File: src/rtl/scan_decoder.sv
// -----------------------------------------------------------------------------
// scan_decoder
//
// One-hot output decoder with two ways of choosing the active line:
//   - direct : out follows sel with one cycle of latency
//   - scan   : out walks upward from a start index, holding each index for
//              dwell+1 cycles, either forever or for exactly one full pass
//
// Ports
//   clk       in   single clock, rising edge
//   rst_n     in   asynchronous active-low reset
//   en        in   global enable; low returns the block to IDLE
//   mode      in   0 = direct decode, 1 = scan
//   sel       in   decode index (direct) / start index (scan)
//   dwell     in   extra hold cycles per index in scan
//   one_shot  in   1 = stop after a single full pass (sampled at start)
//   start     in   single-cycle pulse that begins a scan
//   stop      in   single-cycle pulse that aborts a scan
//   out       out  registered one-hot or all-zero decode
//   cur_sel   out  index currently driven on out
//   busy      out  high while scanning
//   wrap      out  one-cycle pulse when the scan index rolls over to 0
//   done      out  one-cycle pulse in the first IDLE cycle after a
//                  one-shot pass completes
//
// State table
//   state     | meaning
//   ----------+------------------------------------------------------------
//   ST_IDLE   | out = 0, cur_sel = 0, waiting for en
//   ST_DIRECT | out = 1 << sel of the previous cycle
//   ST_SCAN   | walking the index, holding each for dwell_r+1 cycles
// -----------------------------------------------------------------------------
module scan_decoder #(
    parameter int SEL_W   = 4,
    parameter int DWELL_W = 8
) (
    input  logic                  clk,
    input  logic                  rst_n,
    input  logic                  en,
    input  logic                  mode,
    input  logic [SEL_W-1:0]      sel,
    input  logic [DWELL_W-1:0]    dwell,
    input  logic                  one_shot,
    input  logic                  start,
    input  logic                  stop,
    output logic [2**SEL_W-1:0]   out,
    output logic [SEL_W-1:0]      cur_sel,
    output logic                  busy,
    output logic                  wrap,
    output logic                  done
);

    localparam int OUT_W = 2**SEL_W;

    typedef enum logic [1:0] {
        ST_IDLE   = 2'd0,
        ST_DIRECT = 2'd1,
        ST_SCAN   = 2'd2
    } state_t;

    state_t               state_q,     state_d;
    logic [OUT_W-1:0]     out_q,       out_d;
    logic [SEL_W-1:0]     idx_q,       idx_d;
    logic                 busy_q,      busy_d;
    logic                 wrap_q,      wrap_d;
    logic                 done_q,      done_d;
    logic [DWELL_W-1:0]   dwell_r_q,   dwell_r_d;
    logic [DWELL_W-1:0]   cnt_q,       cnt_d;
    logic [SEL_W-1:0]     start_idx_q, start_idx_d;
    logic                 one_shot_q,  one_shot_d;

    logic [SEL_W-1:0]     idx_inc;

    function automatic logic [OUT_W-1:0] onehot(input logic [SEL_W-1:0] i);
        logic [OUT_W-1:0] v;
        v    = '0;
        v[i] = 1'b1;
        return v;
    endfunction

    // Natural SEL_W-bit wrap gives the modulo-2**SEL_W increment.
    assign idx_inc = idx_q + 1'b1;

    always_comb begin
        state_d     = state_q;
        out_d       = out_q;
        idx_d       = idx_q;
        busy_d      = busy_q;
        wrap_d      = 1'b0;
        done_d      = 1'b0;
        dwell_r_d   = dwell_r_q;
        cnt_d       = cnt_q;
        start_idx_d = start_idx_q;
        one_shot_d  = one_shot_q;

        case (state_q)
            ST_IDLE: begin
                out_d  = '0;
                idx_d  = '0;
                busy_d = 1'b0;
                if (en && !mode) begin
                    state_d = ST_DIRECT;
                    idx_d   = sel;
                    out_d   = onehot(sel);
                end else if (en && mode && start && !stop) begin
                    // Everything the scan depends on is captured here so
                    // later changes on sel/dwell/one_shot are ignored.
                    state_d     = ST_SCAN;
                    idx_d       = sel;
                    out_d       = onehot(sel);
                    busy_d      = 1'b1;
                    start_idx_d = sel;
                    dwell_r_d   = dwell;
                    cnt_d       = '0;
                    one_shot_d  = one_shot;
                end
            end

            ST_DIRECT: begin
                if (!en || mode) begin
                    state_d = ST_IDLE;
                    out_d   = '0;
                    idx_d   = '0;
                end else begin
                    idx_d = sel;
                    out_d = onehot(sel);
                end
            end

            ST_SCAN: begin
                if (stop || !en || !mode) begin
                    state_d = ST_IDLE;
                    out_d   = '0;
                    idx_d   = '0;
                    busy_d  = 1'b0;
                end else if (cnt_q == dwell_r_q) begin
                    cnt_d = '0;
                    if (one_shot_q && (idx_inc == start_idx_q)) begin
                        // Pass complete; this check comes before the wrap
                        // check so a pass starting at 0 ends without wrap.
                        state_d = ST_IDLE;
                        out_d   = '0;
                        idx_d   = '0;
                        busy_d  = 1'b0;
                        done_d  = 1'b1;
                    end else begin
                        idx_d  = idx_inc;
                        out_d  = onehot(idx_inc);
                        wrap_d = (idx_inc == '0);
                    end
                end else begin
                    cnt_d = cnt_q + 1'b1;
                end
            end

            default: begin
                state_d = ST_IDLE;
                out_d   = '0;
                idx_d   = '0;
                busy_d  = 1'b0;
            end
        endcase
    end

    always_ff @(posedge clk or negedge rst_n) begin
        if (!rst_n) begin
            state_q     <= ST_IDLE;
            out_q       <= '0;
            idx_q       <= '0;
            busy_q      <= 1'b0;
            wrap_q      <= 1'b0;
            done_q      <= 1'b0;
            dwell_r_q   <= '0;
            cnt_q       <= '0;
            start_idx_q <= '0;
            one_shot_q  <= 1'b0;
        end else begin
            state_q     <= state_d;
            out_q       <= out_d;
            idx_q       <= idx_d;
            busy_q      <= busy_d;
            wrap_q      <= wrap_d;
            done_q      <= done_d;
            dwell_r_q   <= dwell_r_d;
            cnt_q       <= cnt_d;
            start_idx_q <= start_idx_d;
            one_shot_q  <= one_shot_d;
        end
    end

    assign out     = out_q;
    assign cur_sel = idx_q;
    assign busy    = busy_q;
    assign wrap    = wrap_q;
    assign done    = done_q;

endmodule

File: config.mk
export PLATFORM = sky130hd
export DESIGN_NAME = scan_decoder
export DESIGN_NICKNAME = d
export VERILOG_FILES = /design/src/rtl/scan_decoder.sv
export SDC_FILE = /design/constraint.sdc
export NUM_CORES = 1
export LEC_CHECK = 0
export CORE_MARGIN = 5
export CORE_UTILIZATION = 55
export DETAILED_ROUTE_END_ITERATION = 8
export PLACE_DENSITY_LB_ADDON = 0.2
export SLEW_MARGIN = 20
export SYNTH_ARGS = -nofsm -noshare
export SYNTH_HDL_FRONTEND = slang
export SYNTH_SLANG_ARGS = --single-unit
File: constraint.sdc
create_clock -name clk -period 5.95 [get_ports clk]
set_clock_uncertainty 0.1 [all_clocks]
set_input_delay 1.19 -clock clk [delete_from_list [all_inputs] [get_ports clk]]
set_output_delay 1.19 -clock clk [all_outputs]
set_load 0.05 [all_outputs]
== After elaboration in Yosys (flattened, before gate mapping) ==
Index checks and enable logic that the tools add are counted.

* Logic and storage cells: 93
* Input bits: 19
* Memory bits (read-only): 0
* Latch bits: 0
* Memories: 0
* RAM bits: 0
* Register bits: 46
* Output and inout port bits: 23

* Eq/ne operators: 11
* $add $sub $neg: 2
* Div/mod/pow operators: 0
* Bitwise operators: 2
* Multiply operators: 0
* Order comparisons: 4
* Shift operators: 0
* Multiplexer cells: 44
* Reduce and logical (&&, ||, !) cells: 20

{| class="wikitable"
|+ Operator list
! operator !! count
|-
| 16-bit 2-to-1 mux || 6
|-
| 16-bit one-hot mux with 3 select lines || 1
|-
| 8-bit 2-to-1 mux || 4
|-
| 4-bit 2-to-1 mux || 6
|-
| 8-bit one-hot mux with 2 select lines || 1
|-
| 1-bit 2-to-1 mux || 15
|-
| 2-bit 2-to-1 mux || 6
|-
| 4-bit one-hot mux with 3 select lines || 1
|-
| 4-bit by 5-bit less-than comparator with 1-bit output, second input constant || 2
|-
| 3-bit != test, second input constant || 3
|-
| 8-bit by 1-bit adder with 8-bit output, second input constant || 1
|-
| 1-bit demux with 4-bit select || 2
|-
| 8-bit equality test || 1
|-
| 4-bit by 1-bit greater-or-equal comparator with 1-bit output, second input constant || 2
|-
| 2-bit != test, second input constant || 4
|-
| 4-bit AND reduction || 2
|-
| 1-bit logical AND || 7
|-
| 2-bit one-hot mux with 3 select lines || 1
|-
| 3-bit AND reduction || 2
|-
| 4-bit by 1-bit adder with 4-bit output, second input constant || 1
|-
| 4-bit equality test || 1
|-
| 4-bit zero test || 1
|-
| 1-bit zero test || 3
|-
| 1-bit logical OR || 3
|-
| 6 further kinds || 7
|}

== Logic depth before layout (Yosys ltp) ==
Gate-level depths: netlist of run 1.

* Word-level depth: 9
* Gate-level depth with buffers: 8
* Mapped depth without buffers: 7

== Worst setup path after synthesis of run 1 ==
OpenSTA, ideal clock, no wires.

* Path kind: register to register
* Start: reg idx_q[0], in the netlist cur_sel[0]
* End: reg idx_q[2], in the netlist cur_sel[2]
* Arrival: 2488 ps
* Data required time: 5719 ps
* Buffers on the path: 1
* Stages on the path, launching flop included: 9
* Library setup time: 131 ps
* Period minus slack after synthesis: 2720 ps
* Setup slack: 3230 ps
* Cells stage by stage: dfrtp_1 -> buf_4 -> inv_1 -> ha_1 -> xnor2_1 -> nand3_1 -> or3_4 -> and4_1 -> or3_1

* Word-level cells in the longest chain between the ends: 7

{| class="wikitable"
|+ RTL lines
! what !! RTL line !! RTL
|-
| start, declared || 63 || <nowiki>logic [SEL_W-1:0] idx_q, idx_d;</nowiki>
|-
| start signal, assigned || 180 || <nowiki>idx_q <= idx_d;</nowiki>
|-
| 4-bit by 1-bit adder with 4-bit output * || 82 || <nowiki>assign idx_inc = idx_q + 1'b1;</nowiki>
|-
| 4-bit equality test || 138 || <nowiki>if (one_shot_q && (idx_inc == start_idx_q)) begin</nowiki>
|-
| 1-bit logical AND || 138 ||
|-
| 4-bit 2-to-1 mux * || 138 ||
|-
| 4-bit 2-to-1 mux * || 136 || <nowiki>end else if (cnt_q == dwell_r_q) begin</nowiki>
|-
| 4-bit 2-to-1 mux * || 131 || <nowiki>if (stop || !en || !mode) begin</nowiki>
|-
| 4-bit one-hot mux with 3 select lines * || 96 || <nowiki>case (state_q)</nowiki>
|}

Mark *: on every way between the ends. The rest lies on a longest branch, timed or not. The select of a mux whose other input is x is not followed.
A chain may end at the register's enable or synchronous reset.

== Worst setup path in the final report of run 1 ==
* Start: in mode
* End: reg out_q[9], in the netlist out[9]

* Word-level cells in the longest chain between the ends: 6
* Elaborated cells between the ends (all ways): 13
* Those cells by class: 1 x eq/ne; 5 x mux; 7 x reduce/logical

{| class="wikitable"
|+ RTL lines
! what !! RTL line !! RTL
|-
| start, declared || 40 || <nowiki>input logic mode,</nowiki>
|-
| 1-bit logical AND (3 in a row) || 105 || <nowiki>end else if (en && mode && start && !stop) begin</nowiki>
|-
| 16-bit 2-to-1 mux || 105 ||
|-
| 16-bit 2-to-1 mux || 101 || <nowiki>if (en && !mode) begin</nowiki>
|-
| 16-bit one-hot mux with 3 select lines || 96 ||
|-
| end signal, assigned || 179 || <nowiki>out_q <= out_d;</nowiki>
|-
| end, declared || 62 || <nowiki>logic [OUT_W-1:0] out_q, out_d;</nowiki>
|}

Parallel ways exist; a longest one is shown, timed or not.

==> impl_metrics.tcl, run 1 <==
set metrics [dict create \
    status "finished clean" \
    grt_pass1_wl_um 9850 \
    p_per_area_nw_per_um2 241 \
    num_io_pins 42 \
    h-tree-depth 2 \
    final_antenna_net_count 0 \
    placed_area_um2 2910 \
    final_cell_mix "dfrtp_1 (46), clkdlybuf4s50_1 (40), nand2_1 (17)" \
    area_growth_pct 21.8 \
    whs_path_depth 1 \
    grt_usage_pct 20.5 \
    dieArea_um2 5950 \
    insertion_delay_ps 310 \
    drtPass1Iterations 4 \
    ff2ff_path_depth 7 \
    final.fill_count 328 \
    hold_viol 0 \
    dpl_worst_slack_ps 2400 \
    finalMaxSlewViolations 0 \
    post_cts_resized 0 \
    fp.dieH_um 77.2 \
    synth_cell_types 45 \
    cts_buffer_depth 2 \
    post-place-cells 318 \
    start_util_pct 57.0 \
    syn_nets 261 \
    cts.sinks 46 \
    die_x_um 77.2 \
    relSlewSlack_pct 28.2 \
    peakVddDrop_v 0.000182 \
    rsz0062_at_grt "false" \
    final_layout_size_suffix_gt1_share_pct 9.49 \
    cts_tree "yes" \
    final_common_cell "dfrtp_1" \
    syn_area_um2 2480 \
    multi_input_area_um2 1250 \
    async_flop_share_pct 100 \
    clockRootBuffer "clkbuf_8" \
    drc 0 \
    hold_end "out[1]" \
    crit_fanout 10 \
    yosysSeqAreaShare_pct 46.4 \
    finalPower_uw 728 \
    drv_cap 0 \
    regToRegEndpoint "out[9]" \
    period_needed_ps 3250 \
    drtIter0Drc 124 \
    ys_warn_count 0 \
    vias_per_cell 6.04 \
    fin_area_um2 3020 \
    io_buffer_count 41 \
    grt_overflow_total 0 \
    clk_pin_slew_ps 90 \
    fmaxAchievable_mhz 307 \
    antenna_found_initial 0 \
    tightest_slew_ps 1060 \
    finalWeightedCongestion 0.844 \
    numCtsBuffers 5 \
    setup_tns_ps 0 \
    dp_hpwl_um 4140 \
    arrival_ps 3400 \
    cts_setup_buffers 0 \
    synth-edff-count 0 \
    r2r_start "cur_sel[0]" \
    syn_area_per_cell_um2 10.5 \
    synthCells 236 \
    finalWorstSetupSlack_ps 2700 \
    p_leak_nw 1.23 \
    cts_hold_buffers 0 \
    hold_path.startpoint "out[1]" \
    core_area_um2 4350 \
    vias 1970 \
    wl_per_cell_um 17.8 \
    cp-start-kind "input port" \
    fin_cells 326 \
    ys_ff_latch 46 \
    ys.flop_type "dfrtp_1" \
    critPathRequiredTime_ps 6090 \
    final-setup-viol-count 0 \
    critPathCaptureType "register" \
    wl_um 5800 \
    diodes 0 \
    r2r_slack_ps 2930 \
    num_rows 24 \
    timing.final.crit_share_pct 54.7 \
    path_class "in -> reg" \
    final_net_count 298 \
    grt_pass1_vias 2020 \
    hold_path.class "reg -> reg" \
    ff_latch_area_um2 1150 \
    grt_max_degree 47 \
]
## layer usage
metal / wire [um] / vias up / global-route usage, %
met5: 0 / - / 0
met4: 74 / 0 / 7.90
met3: 324 / 9 / 4.45
met2: 2920 / 58 / 33.4
met1: 2470 / 967 / 26.4
li1: - / 936 / -
## per-stage QoR
stage | utilization, % | hold slack (ps)
after floorplan | - | 369
after global placement | 66.8 | 373
after detailed placement | 66.8 | 379
after CTS | 69.4 | 399
after global routing | 69.4 | 411
final | 69.4 | 394
## registers in the layout, indices dropped and copies added (netlist names)
signal and cells:
out 16, state_q 2, dwell_r_q 8, busy 1, cur_sel 4, wrap 1
cnt_q 8, done 1, start_idx_q 4, one_shot_q 1
## cell usage after synthesis (2+ instances only)
cell type	count	area (um^2)
and3_1	3	18.8
dfrtp_1	46	1150
nor3_1	5	25.0
nand2_1	17	63.8
and2_1	2	12.5
o211ai_1	12	90.1
mux2_2	11	124
xnor2_1	16	140
o21ai_0	4	20.0
buf_2	3	15.0
a21oi_1	2	10.0
o311ai_0	4	35.0
a32o_1	2	20.0
a31oi_1	6	37.5
nand3_1	5	25.0
clkbuf_1	7	26.3
nor3b_1	3	22.5
a2111oi_2	2	30.0
nor2_1	12	45.0
o21a_1	16	120
nand4_1	9	56.3
nor2b_1	4	25.0
nand2b_1	3	18.8
ha_1	6	75.1
buf_4	2	15.0
inv_1	8	30.0
xor2_1	6	52.6
o221ai_1	3	26.3
## final cells by class
| type | instances | share of cell area, % |
|---|---|---|
| multi-input cells | 170 | 41.3 |
| flip-flops and latches | 46 | 38.1 |
| repair buffers | 42 | 13.7 |
| clock buffers | 5 | 2.28 |
| well taps | 52 | 2.15 |
| clock inverters | 3 | 1.49 |
| inverters | 8 | 0.993 |
## report_power, final
group          leakage [nW]  total [mW]  internal (mW)  switching, mW
registers             0.614       0.363          0.339         0.0244
clock network        0.0504       0.238          0.125          0.113
logic                 0.567       0.127         0.0594         0.0671
total                  1.23       0.728          0.523          0.205
## critical path, cell delays in order
cell	delay [ps]
clkdlybuf4s50_1	620
and4bb_1	320
and2_1	360
o311ai_0	410
o211ai_1	330
o21a_1	170
## cells by family (layout without fill, tap and decap cells)
family,count (synthesis),after routing,share of synthesized area (%)
compound gates,60,60,19.0
xor+xnor,22,22,7.77
fa+ha+maj,6,6,3.03
buf+inv,20,58,3.48
flops,46,46,46.4
mux,11,11,4.99
simple gates,71,71,15.3
## worst max path at each step
stage                     startpoint    endpoint  slack (ps)
final                           mode      out[9]        2700
after floorplan           cur_sel[0]  cur_sel[2]        3230
after global placement          mode     out[12]        2430
after CTS                       mode     out[12]        2720
after global routing            mode     out[12]        2550
after detailed placement        mode     out[12]        2400
Power figures use the tool's default switching activity.
==> run 2, diff against run 1 <==
--- a/config.mk
+++ b/config.mk
@@ -6,7 +6,7 @@
 export NUM_CORES = 1
 export LEC_CHECK = 0
 export CORE_MARGIN = 5
-export CORE_UTILIZATION = 55
+export CORE_UTILIZATION = 53
 export DETAILED_ROUTE_END_ITERATION = 8
 export PLACE_DENSITY_LB_ADDON = 0.2
 export SLEW_MARGIN = 20
==> constraint.sdc (replaced) <==
create_clock -name clk -period 3.4 [get_ports clk]
set_clock_uncertainty 0.1 [all_clocks]
set_input_delay 0.68 -clock clk [delete_from_list [all_inputs] [get_ports clk]]
set_output_delay 0.68 -clock clk [all_outputs]
set_load 0.05 [all_outputs]
==> run 2 against run 1 <==
Sequential cell count did not move. Combinational power increased by 83%. Non-clock buffer count increased by 6. Critical path depth grew 1. Critical endpoint is now out[15]. Largest cell class unchanged.
==> impl_metrics.tcl, run 2 (synthesis gave the netlist of run 1 again) <==
set metrics [dict create \
    cts_buffer_depth 2 \
    hold_ws_ps 267 \
    crit_fanout 9 \
    p_clk_share_pct 31.3 \
    status "finished clean" \
    num_rows 24 \
    wl_um 5770 \
    insertion_delay_ps 300 \
    grt_overflow_total 0 \
    dp_hpwl_um 4140 \
    diodes 0 \
    p_int_uw 921 \
    grt_pass1_vias 1918 \
    critPathRequiredTime_ps 3540 \
    critPathCaptureType "register" \
    fmaxAchievable_mhz 375 \
    numCtsBuffers 5 \
    final_layout_size_suffix_gt1_share_pct 10.7 \
    fin_area_um2 3070 \
    num_io_pins 42 \
    p_sw_uw 342 \
    die_x_um 78.4 \
    vias_per_cell 5.96 \
    critPathLaunch "mode" \
    setup_tns_ps 0 \
    grt_max_degree 47 \
    area_growth_pct 23.7 \
    finalMaxSlewViolations 0 \
    largest_reg_flops 16 \
    h-tree-depth 2 \
    cts_setup_buffers 0 \
    grt_pass1_wl_um 9860 \
    p_per_area_nw_per_um2 412 \
    cts_tree "yes" \
    tightest_slew_ps 884 \
    hold_viol 0 \
    io_buffer_count 41 \
    drtIter0Drc 71 \
    r2r_start "cur_sel[0]" \
    antenna_found_initial 0 \
    dieArea_um2 6150 \
    cts_hold_buffers 0 \
    final_net_count 304 \
    grt_usage_pct 20.5 \
    fp.dieH_um 78.4 \
    relSlewSlack_pct 40.3 \
    core_area_um2 4440 \
    final_common_cell "dfrtp_1" \
    clk_pin_slew_ps 80 \
    post_cts_resized 0 \
    wl_per_cell_um 17.4 \
    hold_path.class "in -> async" \
    drv_cap 0 \
    start_util_pct 55.8 \
    drc 0 \
    peakVddDrop_v 0.000266 \
    arrival_ps 2810 \
    placed_area_um2 2960 \
    path_class "in -> reg" \
    finalWeightedCongestion 0.832 \
    cp-start-kind "input port" \
    rsz0062_at_grt "false" \
    drtPass1Iterations 4 \
    final_antenna_net_count 0 \
    pwr-share-seq_pct 50.3 \
    period_needed_ps 2670 \
    timing.final.crit_share_pct 78.4 \
    cts.sinks 46 \
    vias 1978 \
    switching_share_pct 27.1 \
    clockRootBuffer "clkbuf_8" \
    combPwrFrac_pct 18.4 \
    final_cell_mix "dfrtp_1 (46), clkdlybuf4s50_1 (40), nand2_1 (17)" \
    final-setup-viol-count 0 \
    p_leak_nw 1.26 \
]
==> run 2: worst paths after layout <==
check	endpoint	slack, ps	cells after the start
min in group clk	out[4]	390	1
hold / removal	cnt_q[7]	270	1
hold reg to reg	out[4]	390	1
setup reg to reg	out[15]	880	7
setup / recovery	out[15]	730	7
max in group asynchronous	out[12]	2530	1
==> run 2: metal layers <==
layer,share of wire [%],track usage [%],vias to the layer above
li1,-,-,952
met1,48,29.5,977
met2,45,31.2,41
met3,4.9,4.23,8
met4,1.3,6.64,0
met5,0,0,-
==> run 2: critical path, cell delays in order <==
cell and delay (ps):
clkdlybuf4s50_1 620, and4bb_1 320, and2_1 220, buf_4 180, o311ai_0 290, o211ai_1 330, o21a_1 160
==> run 2: cell type report <==
class                      count  area (um^2)
clock inverter                 1         30.0
inverter                       8         30.0
multi-input combinational    170         1250
fill                         366         1380
clock buffer                   7         76.3
timing repair buffer          48          460
tap                           52         65.1
sequential                    46         1150
==> run 2: through the flow <==
stage,util [%],total power [mW],cells,setup WS [ps]
5_1_grt,69.0,1.33,332,650
3_3_place_gp,66.4,0.867,324,484
3_5_place_dp,66.6,0.876,324,380
4_1_cts,69.0,1.28,332,671
6_report,69.0,1.26,332,735
2_1_floorplan,-,0.785,236,680
==> run 2: power by group through the flow <==
stage	Sequential, mW	Combinational, mW	Clock [mW]
4_1_cts	0.634	0.233	0.411
6_report	0.635	0.233	0.396
2_1_floorplan	0.652	0.133	0
3_3_place_gp	0.644	0.224	0
5_1_grt	0.640	0.254	0.435
3_5_place_dp	0.645	0.230	0
==> run 3, diff against run 2 <==
==> constraint.sdc (replaced) <==
create_clock -name clk -period 2.75 [get_ports clk]
set_clock_uncertainty 0.1 [all_clocks]
set_input_delay 0.55 -clock clk [delete_from_list [all_inputs] [get_ports clk]]
set_output_delay 0.55 -clock clk [all_outputs]
set_load 0.05 [all_outputs]
==> run 3 against run 2 <==
Critical path depth unchanged. Sequential cell count unchanged. Core utilization up 1.1 points. Non-clock buffer count up 7. Sequential share of layout area down 0.57 points. Via count up 4.3%. Highest routed layer unchanged. Final cell count up 2.1%. Worst setup slack worse by 570 ps. Total power up 19%. Largest power group unchanged.
==> impl_metrics.tcl, run 3 (synthesis gave the netlist of run 1 again) <==
set metrics [dict create \
    hold_path.class "in -> async" \
    ff_latch_area_um2 1150 \
    post-place-cells 331 \
    clk_pin_slew_ps 90 \
    insertion_delay_ps 290 \
    dp_hpwl_um 4400 \
    start_util_pct 55.8 \
    fmaxAchievable_mhz 387 \
    vias_per_cell 6.09 \
    setup_tns_ps 0 \
    antenna_found_initial 0 \
    final_antenna_net_count 0 \
    fin_util_pct 70.1 \
    cts_setup_buffers 0 \
    crit_fanout 6 \
    core_area_um2 4440 \
    vias 2064 \
    finalWeightedCongestion 0.893 \
    num_io_pins 42 \
    p_per_area_nw_per_um2 484 \
    dieArea_um2 6150 \
    multi_input_area_um2 1250 \
    fp.dieH_um 78.4 \
    finalPower_mw 1.51 \
    final-setup-viol-count 0 \
    final.fill_count 330 \
    diodes 0 \
    final_cell_mix "dfrtp_1 (46), clkdlybuf4s50_1 (40), nand2_1 (17)" \
    hold_viol 0 \
    wl_um 5930 \
    cts.sinks 46 \
    final_layout_size_suffix_gt1_share_pct 13.6 \
    drtPass1Iterations 4 \
    hold_ws_ps 66.3 \
    finalMaxSlewViolations 0 \
    grt_max_degree 36 \
    status "finished clean" \
    timing.final.crit_share_pct 93.9 \
    fin_area_um2 3120 \
    drv_cap 0 \
    die_x_um 78.4 \
    critPathRequiredTime_ps 2840 \
    cp-start-kind "register" \
    wl_per_cell_um 17.5 \
    numCtsBuffers 5 \
    grt_pass1_wl_um 10500 \
    finalWorstSetupSlack_ps 167 \
    arrival_ps 2680 \
    critPathCaptureType "register" \
    area_growth_pct 25.6 \
    largest_reg_flops 16 \
    path_class "reg -> reg" \
    cts_buffer_depth 2 \
    final_common_cell "dfrtp_1" \
    fin_cells 339 \
    drtIter0Drc 193 \
    clockRootBuffer "clkbuf_8" \
    grt_pass1_vias 2100 \
    dpl_worst_slack_ps 35.8 \
    h-tree-depth 2 \
    placed_area_um2 3020 \
    drc 0 \
    io_buffer_count 41 \
    relSlewSlack_pct 47.4 \
    p_leak_nw 1.30 \
    final_net_count 311 \
    tightest_slew_ps 777 \
    peakVddDrop_v 0.000412 \
    period_needed_ps 2580 \
    rsz0062_at_grt "false" \
    grt_usage_pct 21.3 \
    cts_tree "yes" \
    num_rows 24 \
    grt_overflow_total 0 \
]
[run 3: cell types whose count changed in the layout (fill, tap and decap cells not counted)]
cell	previous run	this run
buf_12	0	1
buf_2	0	1
buf_4	8	13
bufinv_16	1	0
clkbuf_1	2	1
clkbuf_8	5	6
clkinv_2	0	1
o21ai_2	0	1
o21ai_4	1	0
o311ai_0	3	1
o311ai_1	2	3
o311ai_2	0	1
[run 3: worst max-delay path, cell delays in order (launching register included)]
cell and delay (ps):
dfrtp_1 440, inv_1 100, ha_1 330, xnor2_1 170, nand3_1 240, o311ai_1 760
o211ai_1 210, o21a_1 140
[run 3: what timing repair did]
item | in CTS | in global routing
hold buffers | 0 | 0
endpoints found under the hold margin | 0 | 0
resized for setup | 0 | 4
setup endpoints to repair | 0 | 16
[run 3: layout make-up]
class                      instances  share of cell area (%)
timing repair buffer              55                    16.8
tap                               52                    2.09
clock buffer                       7                    2.77
multi-input combinational        170                    40.3
inverter                           8                   0.964
clock inverter                     1                   0.161
sequential                        46                    36.9
[run 3: power by group]
| group | switching [mW] | internal (mW) |
|---|---|---|
| clock | 0.223 | 0.203 |
| sequential | 0.0480 | 0.734 |
| combinational | 0.160 | 0.139 |
[run 3: final timing paths]
path,start,endpoint,slack [ps],depth (start not counted)
min reg2reg,out[8],out[8],390,1
max reg2reg,cur_sel[0],out[7],170,7
min,rst_n,cnt_q[2],70,1
max,cur_sel[0],out[7],170,7
max in group asynchronous,rst_n,start_idx_q[1],1890,2
min in group clk,out[8],out[8],390,1
[run 3: routing by layer]
metal | global-route usage, % | vias up | wire length (um)
met3 | 4.46 | 5 | 450
met4 | 5.77 | 0 | 39
met1 | 31.2 | 998 | 2740
met2 | 32.0 | 94 | 2700
met5 | 0 | - | 0
li1 | - | 967 | -
